<file path="config.mk">
export PLATFORM = sky130hd
export DESIGN_NAME = matrix_key_scan
export DESIGN_NICKNAME = d
export VERILOG_FILES = /design/src/rtl/key_pkg.sv /design/src/rtl/sync_2ff.sv /design/src/rtl/matrix_key_scan.sv
export SDC_FILE = /design/constraint.sdc
export NUM_CORES = 1
export LEC_CHECK = 0
export ABC_CLOCK_PERIOD_IN_PS = 3650
export CORE_MARGIN = 3
export CORE_UTILIZATION = 62
export DETAILED_ROUTE_END_ITERATION = 8
export PLACE_DENSITY_LB_ADDON = 0.15
export SLEW_MARGIN = 10
export SYNTH_ARGS = -nofsm -noshare
export SYNTH_HDL_FRONTEND = slang
export SYNTH_HIERARCHICAL = 1
export SYNTH_SLANG_ARGS = --single-unit
</file>
<file path="constraint.sdc">
create_clock -name clk -period 3.65 [get_ports clk]
set_clock_uncertainty 0.2 [all_clocks]
set_input_delay 0.5475 -clock clk [delete_from_list [all_inputs] [get_ports clk]]
set_output_delay 0.5475 -clock clk [all_outputs]
set_load 0.01 [all_outputs]
</file>
<file path="src/rtl/key_pkg.sv">
// Shared definitions for the matrix keypad scanner: keypad geometry,
// controller state encoding and the row priority helper.
package key_pkg;

  localparam int ROWS = 4;
  localparam int COLS = 4;

  typedef enum logic [2:0] {
    IDLE      = 3'd0,
    PRESS_DEB = 3'd1,
    SCAN      = 3'd2,
    OUT       = 3'd3,
    REL_DEB   = 3'd4
  } state_t;

  // Index of the lowest row pulled low; the caller guarantees at least one zero.
  function automatic logic [1:0] first_low(input logic [ROWS-1:0] rows);
    logic [1:0] idx;
    idx = 2'd0;
    for (int i = ROWS - 1; i >= 0; i--) begin
      if (!rows[i]) idx = 2'(i);
    end
    return idx;
  endfunction

endpackage

</file>
<file path="src/rtl/sync_2ff.sv">
// Two-flop synchroniser for a small asynchronous bus. Resets to RST_VAL so
// idle inputs with pull-ups do not look active straight after reset.
module sync_2ff
  import key_pkg::*;
#(
  parameter int           W       = ROWS,
  parameter logic [W-1:0] RST_VAL = '1
) (
  input  logic         clk,
  input  logic         rst,
  input  logic [W-1:0] d,
  output logic [W-1:0] q
);

  logic [W-1:0] meta_q;
  logic [W-1:0] sync_q;

  // Two back-to-back flops give metastability a full cycle to resolve.
  always_ff @(posedge clk) begin
    if (rst) begin
      meta_q <= RST_VAL;
      sync_q <= RST_VAL;
    end else begin
      meta_q <= d;
      sync_q <= meta_q;
    end
  end

  assign q = sync_q;

endmodule

</file>
<file path="src/rtl/matrix_key_scan.sv">
// 4x4 active-low keypad scanner: debounces a press with all columns driven,
// scans one column at a time to locate the key, emits one code per press and
// then waits for a debounced release before arming again.
module matrix_key_scan
  import key_pkg::*;
#(
  parameter int DEB_CYC    = 1000000,
  parameter int SETTLE_CYC = 16,
  parameter int CNT_W      = 20
) (
  input  logic            clk,
  input  logic            rst,
  input  logic [ROWS-1:0] key_row,
  output logic [COLS-1:0] key_col,
  output logic [3:0]      key_num,
  output logic            key_vld
);

  localparam int SET_W = (SETTLE_CYC > 2) ? $clog2(SETTLE_CYC) : 2;
  localparam logic [CNT_W-1:0] DEB_LAST = CNT_W'(DEB_CYC - 1);
  localparam logic [SET_W-1:0] SET_LAST = SET_W'(SETTLE_CYC - 1);
  localparam logic [ROWS-1:0]  ROWS_IDLE = '1;

  logic [ROWS-1:0] row_s;

  state_t           state_q,   state_d;
  logic [CNT_W-1:0] deb_cnt_q, deb_cnt_d;
  logic [SET_W-1:0] set_cnt_q, set_cnt_d;
  logic [1:0]       col_q,     col_d;
  logic [COLS-1:0]  key_col_q, key_col_d;
  logic [3:0]       key_num_q, key_num_d;
  logic             key_vld_q, key_vld_d;
  logic [CNT_W-1:0] deb_inc;

  sync_2ff #(
    .W      (ROWS),
    .RST_VAL(ROWS_IDLE)
  ) u_row_sync (
    .clk(clk),
    .rst(rst),
    .d  (key_row),
    .q  (row_s)
  );

  // Next-state logic: debounce counters, column walk and the key code capture.
  always_comb begin
    state_d   = state_q;
    deb_cnt_d = deb_cnt_q;
    set_cnt_d = set_cnt_q;
    col_d     = col_q;
    key_num_d = key_num_q;
    deb_inc   = (&deb_cnt_q) ? deb_cnt_q : deb_cnt_q + CNT_W'(1);

    case (state_q)
      IDLE: begin
        deb_cnt_d = '0;
        set_cnt_d = '0;
        col_d     = 2'd0;
        if (row_s != ROWS_IDLE) state_d = PRESS_DEB;
      end
      PRESS_DEB: begin
        if (row_s == ROWS_IDLE) begin
          state_d   = IDLE;
          deb_cnt_d = '0;
        end else if (deb_cnt_q == DEB_LAST) begin
          state_d   = SCAN;
          deb_cnt_d = '0;
          set_cnt_d = '0;
          col_d     = 2'd0;
        end else begin
          deb_cnt_d = deb_inc;
        end
      end
      SCAN: begin
        if (set_cnt_q == SET_LAST) begin
          set_cnt_d = '0;
          if (row_s != ROWS_IDLE) begin
            state_d   = OUT;
            key_num_d = {first_low(row_s), col_q};
          end else if (col_q == 2'd3) begin
            state_d = IDLE;
          end else begin
            col_d = col_q + 2'd1;
          end
        end else begin
          set_cnt_d = set_cnt_q + SET_W'(1);
        end
      end
      OUT: begin
        state_d   = REL_DEB;
        deb_cnt_d = '0;
      end
      REL_DEB: begin
        if (row_s != ROWS_IDLE) begin
          deb_cnt_d = '0;
        end else if (deb_cnt_q == DEB_LAST) begin
          state_d   = IDLE;
          deb_cnt_d = '0;
        end else begin
          deb_cnt_d = deb_inc;
        end
      end
      default: begin
        state_d   = IDLE;
        deb_cnt_d = '0;
        set_cnt_d = '0;
        col_d     = 2'd0;
      end
    endcase

    key_col_d = (state_d == SCAN) ? ~(COLS'(1) << col_d) : '0;
    key_vld_d = (state_d == OUT);
  end

  // State and registered outputs; reset abandons whatever was in progress.
  always_ff @(posedge clk) begin
    if (rst) begin
      state_q   <= IDLE;
      deb_cnt_q <= '0;
      set_cnt_q <= '0;
      col_q     <= 2'd0;
      key_col_q <= '0;
      key_num_q <= 4'd0;
      key_vld_q <= 1'b0;
    end else begin
      state_q   <= state_d;
      deb_cnt_q <= deb_cnt_d;
      set_cnt_q <= set_cnt_d;
      col_q     <= col_d;
      key_col_q <= key_col_d;
      key_num_q <= key_num_d;
      key_vld_q <= key_vld_d;
    end
  end

  assign key_col = key_col_q;
  assign key_num = key_num_q;
  assign key_vld = key_vld_q;

endmodule

</file>
==> impl_metrics.csv, run 1 <==
group,metric,value,unit
outcome,result_of_the_run,"finished, final reports clean",
place,place.gp.congestion,0.8458,
timing,fmaxAchievable,430.2,MHz
place,dpl-instance-area,0.002310,mm^2
yosys,synth_top_area_share,43.07,%
yosys,synth_sequential_area_ratio,43.07,%
grt,globalRouteMet1Util,31.62,%
power,swShare,21.19,%
yosys,post_synth_instance_area,0.002138,mm^2
job,max_cap_violations,0,
yosys,synth.ff_latch_count,46,
yosys,synthesis.nets,253,
routing,totalWireLength,4.259,mm
power,switching_power,180.0,uW
worst_setup_path,critical_path_class,"reg2reg",
worst_setup_path,slowest_delay,0.79,ns
cts,clock_tree.buffer_depth,2,
yosys,ys_warn_count,6,
worst_setup_path,cp_data_arrival_time,2.38,ns
routing,vias,1833,
grt,top_usage_layer,"met2",
cts,tritoncts,"yes",
timing,fin_hold_ws,0.2210,ns
cells_and_area,most_frequent_standard_cell_in_the_layout_excluding_fill_and_tap_cells,"dfxtp_1",
worst_setup_path,worstPathRequired,3.70,ns
worst_setup_path,worstPathCellList,"nand4_1, nor4_2, a2111oi_0, xnor2_1, nor2_1",
grt,antenna_found_initial,0,
worst_setup_path,timing.critical_path.slowest_stage_cell,"nor4_2",
grt,global_route_wire_length_before_repair,7.438,mm
cells_and_area,commonest_non_fill_non_tap_cells_in_the_layout,"dfxtp_1 (46), nor2_1 (30), a21oi_1 (19)",
place,portBuffers,14,
floorplan,die-height,64.73,um
floorplan,fp.dieArea,0.004189,mm^2
routing,drt_iter0_drc,151,
timing,setup_tns,0,ns
yosys,ys_types,55,
cts,ctsRootBufferMaster,"clkbuf_4",
cts,cts_hold_buf,0,
power,power_report.internal_total,669.7,uW
power,comb_power_share,4.5,%
power,worst_ir_drop_vdd,0.3456,mV
worst_setup_path,end_kind,"flop",
grt,met3_usage,4.679,%
worst_setup_path,timing.critical_path.from_type,"flop",
yosys,synth_top_flop_cell,"dfxtp_1",
routing,drc,0,
timing,setup_viol,0,
grt,gr-usage-met2,34.10,%
timing,slew_headroom,45.93,%
power,power_density,356.3,mW/mm^2
grt,grtUsageTotal,22.40,%
floorplan,placement_rows,20,
worst_setup_path,ff2ff_setup_slack,1.33,ns
routing,viasPerCell,5.990,
place,detailed_place_hpwl,3.031,mm
worst_hold_path,timing.hold.worst.class,"reg2reg",
floorplan,ios,15,
cells_and_area,design.final.nets,269,
cts,clock_latency,0.36,ns
floorplan,floorplan.initialDensity,67.28,%
place,place_ws,1.379,ns
yosys,number_of_enable_type_register_cells_in_the_synthesized_netlist,0,
cts,cts_resized,0,
timing,layout_worst_path_cycle_share,63.68,%
cells_and_area,syn_to_final_growth,11.53,%
timing,final_period_minus_worst_setup_slack,2.324,ns
power,static-leakage-power,0.0007696,uW
routing,wl_per_cell,13.92,um
floorplan,floorplan.core_area,0.003178,mm^2
cts,cts_sinks,46,
routing,initial_drt_pass_iterations,4,
yosys,synth_area_leader_cell,"dfxtp_1",
timing,worst_pin_slew,0.8043,ns
cells_and_area,final_layout_size_suffix_gt1_share,7.634,%
yosys,dominant_cells_by_area_after_synthesis,"dfxtp_1 (43%), nor2_1 (5.3%), xnor2_1 (4.5%)",
cells_and_area,final_non_filler_cell_area,0.002385,mm^2
power,power_frac_seq,60.2,%
cts,cts_post_setup_buffers_inserted,0,
grt,grt_pass1_vias,1651,
power,total_power,849.7,uW
routing,drtAntennaViolNets,0,
power,p_clk_share,35.3,%
cts,cts_h_tree_lvls,2,
grt,grt_start_max_net_pins,19,
yosys,synth.avg_cell_area,8.728,um^2
cells_and_area,number_of_diodes_added_for_antenna_fixing,0,
cts,cts_buffers,5,
floorplan,fp.dieW,64.73,um
yosys,syn_inst,245,
timing,setup_repair_after_global_routing_missed_its_margin,"false",
worst_setup_path,critical_path_peak_fanout,9,
cells_and_area,fillerInstances,250,
timing,postLayoutSetupSlackWorst,1.326,ns
grt,globalRoute.totalOverflow,0,
timing,maxSlewViolCount,0,
yosys,async_reset_ff_share,0,%
timing,hold_viol_final,0,
cts,clkSlewWorstSetupHoldPaths,0.13,ns
synthesized netlist by cell type, drive strengths merged, types with 2 or more instances:
library cell and instances:
mux2i 3, o211ai 2, inv 5, buf 2, nor3 9, ha 2
a211oi 5, nor3b 2, nor4 6, nand2b 5, nand3 14, or4 2
xor2 3, o22ai 2, and3 2, nor2 31, xnor2 11, clkbuf 5
or2 9, a311oi 2, nor2b 3, a31oi 4, and2 2, o21ai 6
and4 3, a31o 2, nand2 12, nand4 6, dfxtp 46, a21oi 19
o21a 2, a21o 2, or3 4
flip-flops by register name, summed over array words and instances (netlist names):
signal	count
deb_cnt_q	20
key_num	4
key_col	4
state_q	3
set_cnt_q	4
key_vld	1
u_row_sync/q	4
u_row_sync/meta_q	4
col_q	2
path summary, 6_finish.rpt:
| check | from | endpoint | cells past startpoint |
|---|---|---|---|
| setup / recovery | deb_cnt_q[16] | deb_cnt_q[9] | 5 |
| hold / removal | u_row_sync/meta_q[3] | u_row_sync/q[3] | 1 |
| setup reg to reg | deb_cnt_q[16] | deb_cnt_q[9] | 5 |
| hold reg to reg | u_row_sync/meta_q[3] | u_row_sync/q[3] | 1 |
worst max-delay path, delay by kind of cell, from the launching register on:
kind	cells	cell delay (ns)
AOI/OAI and AO/OA	1	0.30
xor gates and xnor gates	1	0.20
DFF	1	0.45
and+or+nand+nor	3	1.08
layer usage:
metal / wire length (um) / part of all wire, % / vias up
met1: 2011 / 47 / 835
li1: - / - / 936
met5: 0 / 0 / -
met3: 227 / 5.3 / 8
met2: 1964 / 46 / 54
met4: 56 / 1.3 / 0
layout make-up:
class | instances | area, um^2 | area share, %
Multi-Input combinational cell | 187 | 1160 | 48.64
Sequential cell | 46 | 920.9 | 38.61
Timing Repair Buffer | 16 | 155.1 | 6.506
Tap cell | 44 | 55.05 | 2.308
Clock buffer | 7 | 45.04 | 1.889
Clock inverter | 1 | 30.03 | 1.259
Inverter | 5 | 18.77 | 0.7870
stage by stage:
step | util, % | std cells
6_report | 75.04 | 306
5_1_grt | 75.04 | 306
4_1_cts | 75.04 | 306
3_5_place_dp | 72.68 | 298
3_3_place_gp | 72.68 | 298
2_1_floorplan | - | 245
power groups by stage:
| stage | Sequential, uW | Clock, uW | Combinational [uW] |
|---|---|---|---|
| after floorplan | 522 | 0 | 24.3 |
| after global routing | 513 | 323 | 42.3 |
| after CTS | 512 | 302 | 37.5 |
| final | 512 | 300 | 38.1 |
| after global placement | 523 | 0 | 36.4 |
| after detailed placement | 523 | 0 | 37.0 |
cells by family after synthesis:
| group | after synthesis | share of synthesized area, % |
|---|---|---|
| AOI/OAI and AO/OA | 55 | 16.79 |
| adders and majority gates | 2 | 1.170 |
| buffers and inverters | 12 | 2.691 |
| and+or+nand+nor | 113 | 29.14 |
| DFF | 46 | 43.07 |
| xor gates and xnor gates | 14 | 5.734 |
| muxes | 3 | 1.404 |
(Power assumes the default switching activity.)
==> run 2, diff against run 1 <==
Settings changed: ABC_CLOCK_PERIOD_IN_PS 3650 to 2000, CORE_UTILIZATION 62 to 52.
Clock period 3.65 ns to 2 ns, I/O delays scaled along.
==> run 2 against run 1 <==
  * Power grew 89%
  * Combinational power rose to 2.5 times the previous value
  * Worst hold slack got worse by 0.012 ns
  * First-iteration DRC count down 23%
  * Die area grew 17%
  * Core utilization down 0.80 points
  * Design area increased by 18%
  * Flip-flop and latch count stayed put
==> impl_metrics.csv, run 2 (same netlist as run 1, synthesis figures left out) <==
group,metric,value,unit
outcome,result_of_the_run,"finished, final reports clean",
routing,totalWireLength,4.804,mm
timing,slew_headroom,72.73,%
grt,antenna_found_initial,0,
power,static-leakage-power,0.001021,uW
worst_setup_path,worst_r2r_path_depth,6,
worst_setup_path,timing.critical_path.slowest_stage_cell,"or3_4",
worst_setup_path,worstPathCellList,"buf_4, nand2_2, or3_4, or3_4, a21o_1, a22o_1",
cts,ctsRootBufferMaster,"clkbuf_8",
worst_setup_path,end_kind,"flop",
cts,clock_latency,0.30,ns
timing,layout_worst_path_cycle_share,97.41,%
routing,drc,0,
floorplan,ios,15,
cells_and_area,final_layout_size_suffix_gt1_share,28.10,%
timing,setup_tns,0,ns
timing,final_period_minus_worst_setup_slack,1.948,ns
routing,initial_drt_pass_iterations,4,
timing,worst_pin_slew,0.4053,ns
worst_hold_path,hold_depth,1,
cts,clock_tree.buffer_depth,2,
timing,setup_viol,0,
cells_and_area,layout.area.seq,930.9,um^2
cells_and_area,most_frequent_standard_cell_in_the_layout_excluding_fill_and_tap_cells,"buf_4",
floorplan,die-height,70.13,um
worst_setup_path,cp_data_arrival_time,1.95,ns
cells_and_area,multi_input_area,0.001222,mm^2
grt,globalRoute.totalOverflow,0,
worst_setup_path,worstPathRequired,2.00,ns
power,total_power,1604,uW
worst_hold_path,worst_hold_path_ep,"u_row_sync/q[3]",
timing,fin_hold_ws,0.2087,ns
worst_setup_path,reg2reg_from,"deb_cnt_q[15]",
routing,drt_iter0_drc,116,
grt,grtUsageTotal,20.99,%
cells_and_area,number_of_diodes_added_for_antenna_fixing,0,
timing,fmaxAchievable,513.3,MHz
timing,setup_repair_after_global_routing_missed_its_margin,"true",
cells_and_area,fillerInstances,286,
floorplan,placement_rows,22,
job,max_cap_violations,0,
power,worst_ir_drop_vdd,0.5402,mV
cts,cts_buffers,5,
timing,hold_viol_final,0,
timing,maxSlewViolCount,0,
cells_and_area,largest_register_ff_count,20,
floorplan,fp.dieArea,0.004918,mm^2
cells_and_area,syn_to_final_growth,31.89,%
cts,cts_sinks,46,
place,place.gp.congestion,0.9467,
grt,global_route_wire_length_before_repair,8.487,mm
power,power_density,568.7,mW/mm^2
worst_setup_path,cpLargestDelayFamily,"simple AND/OR/NAND/NOR gates",
cts,tritoncts,"yes",
cts,cts_h_tree_lvls,2,
cells_and_area,design.final.nets,313,
cells_and_area,layout.core_utilization,74.24,%
place,detailed_place_hpwl,3.473,mm
place,portBuffers,14,
worst_setup_path,ff2ff_setup_slack,0.05,ns
grt,grt_pass1_vias,1866,
cells_and_area,commonest_non_fill_non_tap_cells_in_the_layout,"buf_4 (45), dfxtp_1 (38), nor2_1 (28)",
worst_setup_path,timing.critical_path.from_type,"flop",
worst_setup_path,critical_path_peak_fanout,4,
floorplan,fp.dieW,70.13,um
cts,clkSlewWorstSetupHoldPaths,0.09,ns
worst_setup_path,reg2reg_to,"deb_cnt_q[17]",
worst_setup_path,critical_path_class,"reg2reg",
routing,vias,1973,
worst_hold_path,hp-start,"u_row_sync/meta_q[3]",
worst_setup_path,critPathBufInv,1,
worst_setup_path,timing.critical_path.mode_cell,"or3_4",
floorplan,floorplan.initialDensity,56.29,%
cells_and_area,max_flop_register,"deb_cnt_q",
grt,grt_start_max_net_pins,19,
routing,drtAntennaViolNets,0,
worst_setup_path,slowest_delay,0.39,ns
routing,wl_per_cell,13.57,um
worst_hold_path,timing.hold.worst.class,"reg2reg",
routing,viasPerCell,5.573,
floorplan,floorplan.core_area,0.003799,mm^2
## run 2: repair_timing
action                                  CTS  global route
hold buffers                              0             0
endpoints found under the hold margin     0             0
gates resized for setup                   6            20
buffers inserted                          1             1
endpoints found under the setup margin    5            26
pin swaps                                 1             3
## run 2: layer usage
metal / vias up / track usage [%] / routed length [um]
li1: 1013 / - / -
met1: 928 / 29.72 / 2381
met2: 28 / 32.32 / 2190
met3: 4 / 4.892 / 187
met4: 0 / 4.894 / 44
met5: - / 0 / 0
## run 2: how the worst max path moves through the flow
stage	cells after the start	to	start
finish	6	deb_cnt_q[17]	deb_cnt_q[15]
detailed placement	6	deb_cnt_q[11]	deb_cnt_q[11]
CTS	7	deb_cnt_q[4]	deb_cnt_q[16]
global placement	6	deb_cnt_q[9]	deb_cnt_q[5]
global route	7	deb_cnt_q[4]	deb_cnt_q[17]
floorplan	5	deb_cnt_q[17]	deb_cnt_q[10]
## run 2: report_power, final
part	leakage (uW)	total, uW	switching [uW]	internal, uW
combinational	0.000600	96.0	45.7	50.4
sequential	0.000377	933	7.37	925
clock	0.0000441	575	329	246
## run 2: cell type report
type                    count  area share, %
clock buffers               5          2.440
clock inverters             3         0.7542
inverters                   5         0.6655
multi-input cells         187          43.35
flip-flops and latches     46          33.01
well taps                  48          2.130
repair buffers             60          17.66
## run 2: worst reg2reg max path, delay by kind of cell (launching register included)
kind	cells	cell delay (ns)
flops	1	0.34
simple gates	3	0.80
buf+inv	1	0.11
compound gates	2	0.40
## run 2: through the flow
| stage | worst slack (ns) | instance area [um^2] | std cells |
|---|---|---|---|
| final | 0.05183 | 2820 | 354 |
| after global routing | -0.02270 | 2820 | 354 |
| after CTS | 0.002104 | 2754 | 353 |
| after detailed placement | -0.01827 | 2643 | 344 |
| after global placement | 0.01178 | 2643 | 344 |
| after floorplan | 0.02765 | 2138 | 245 |
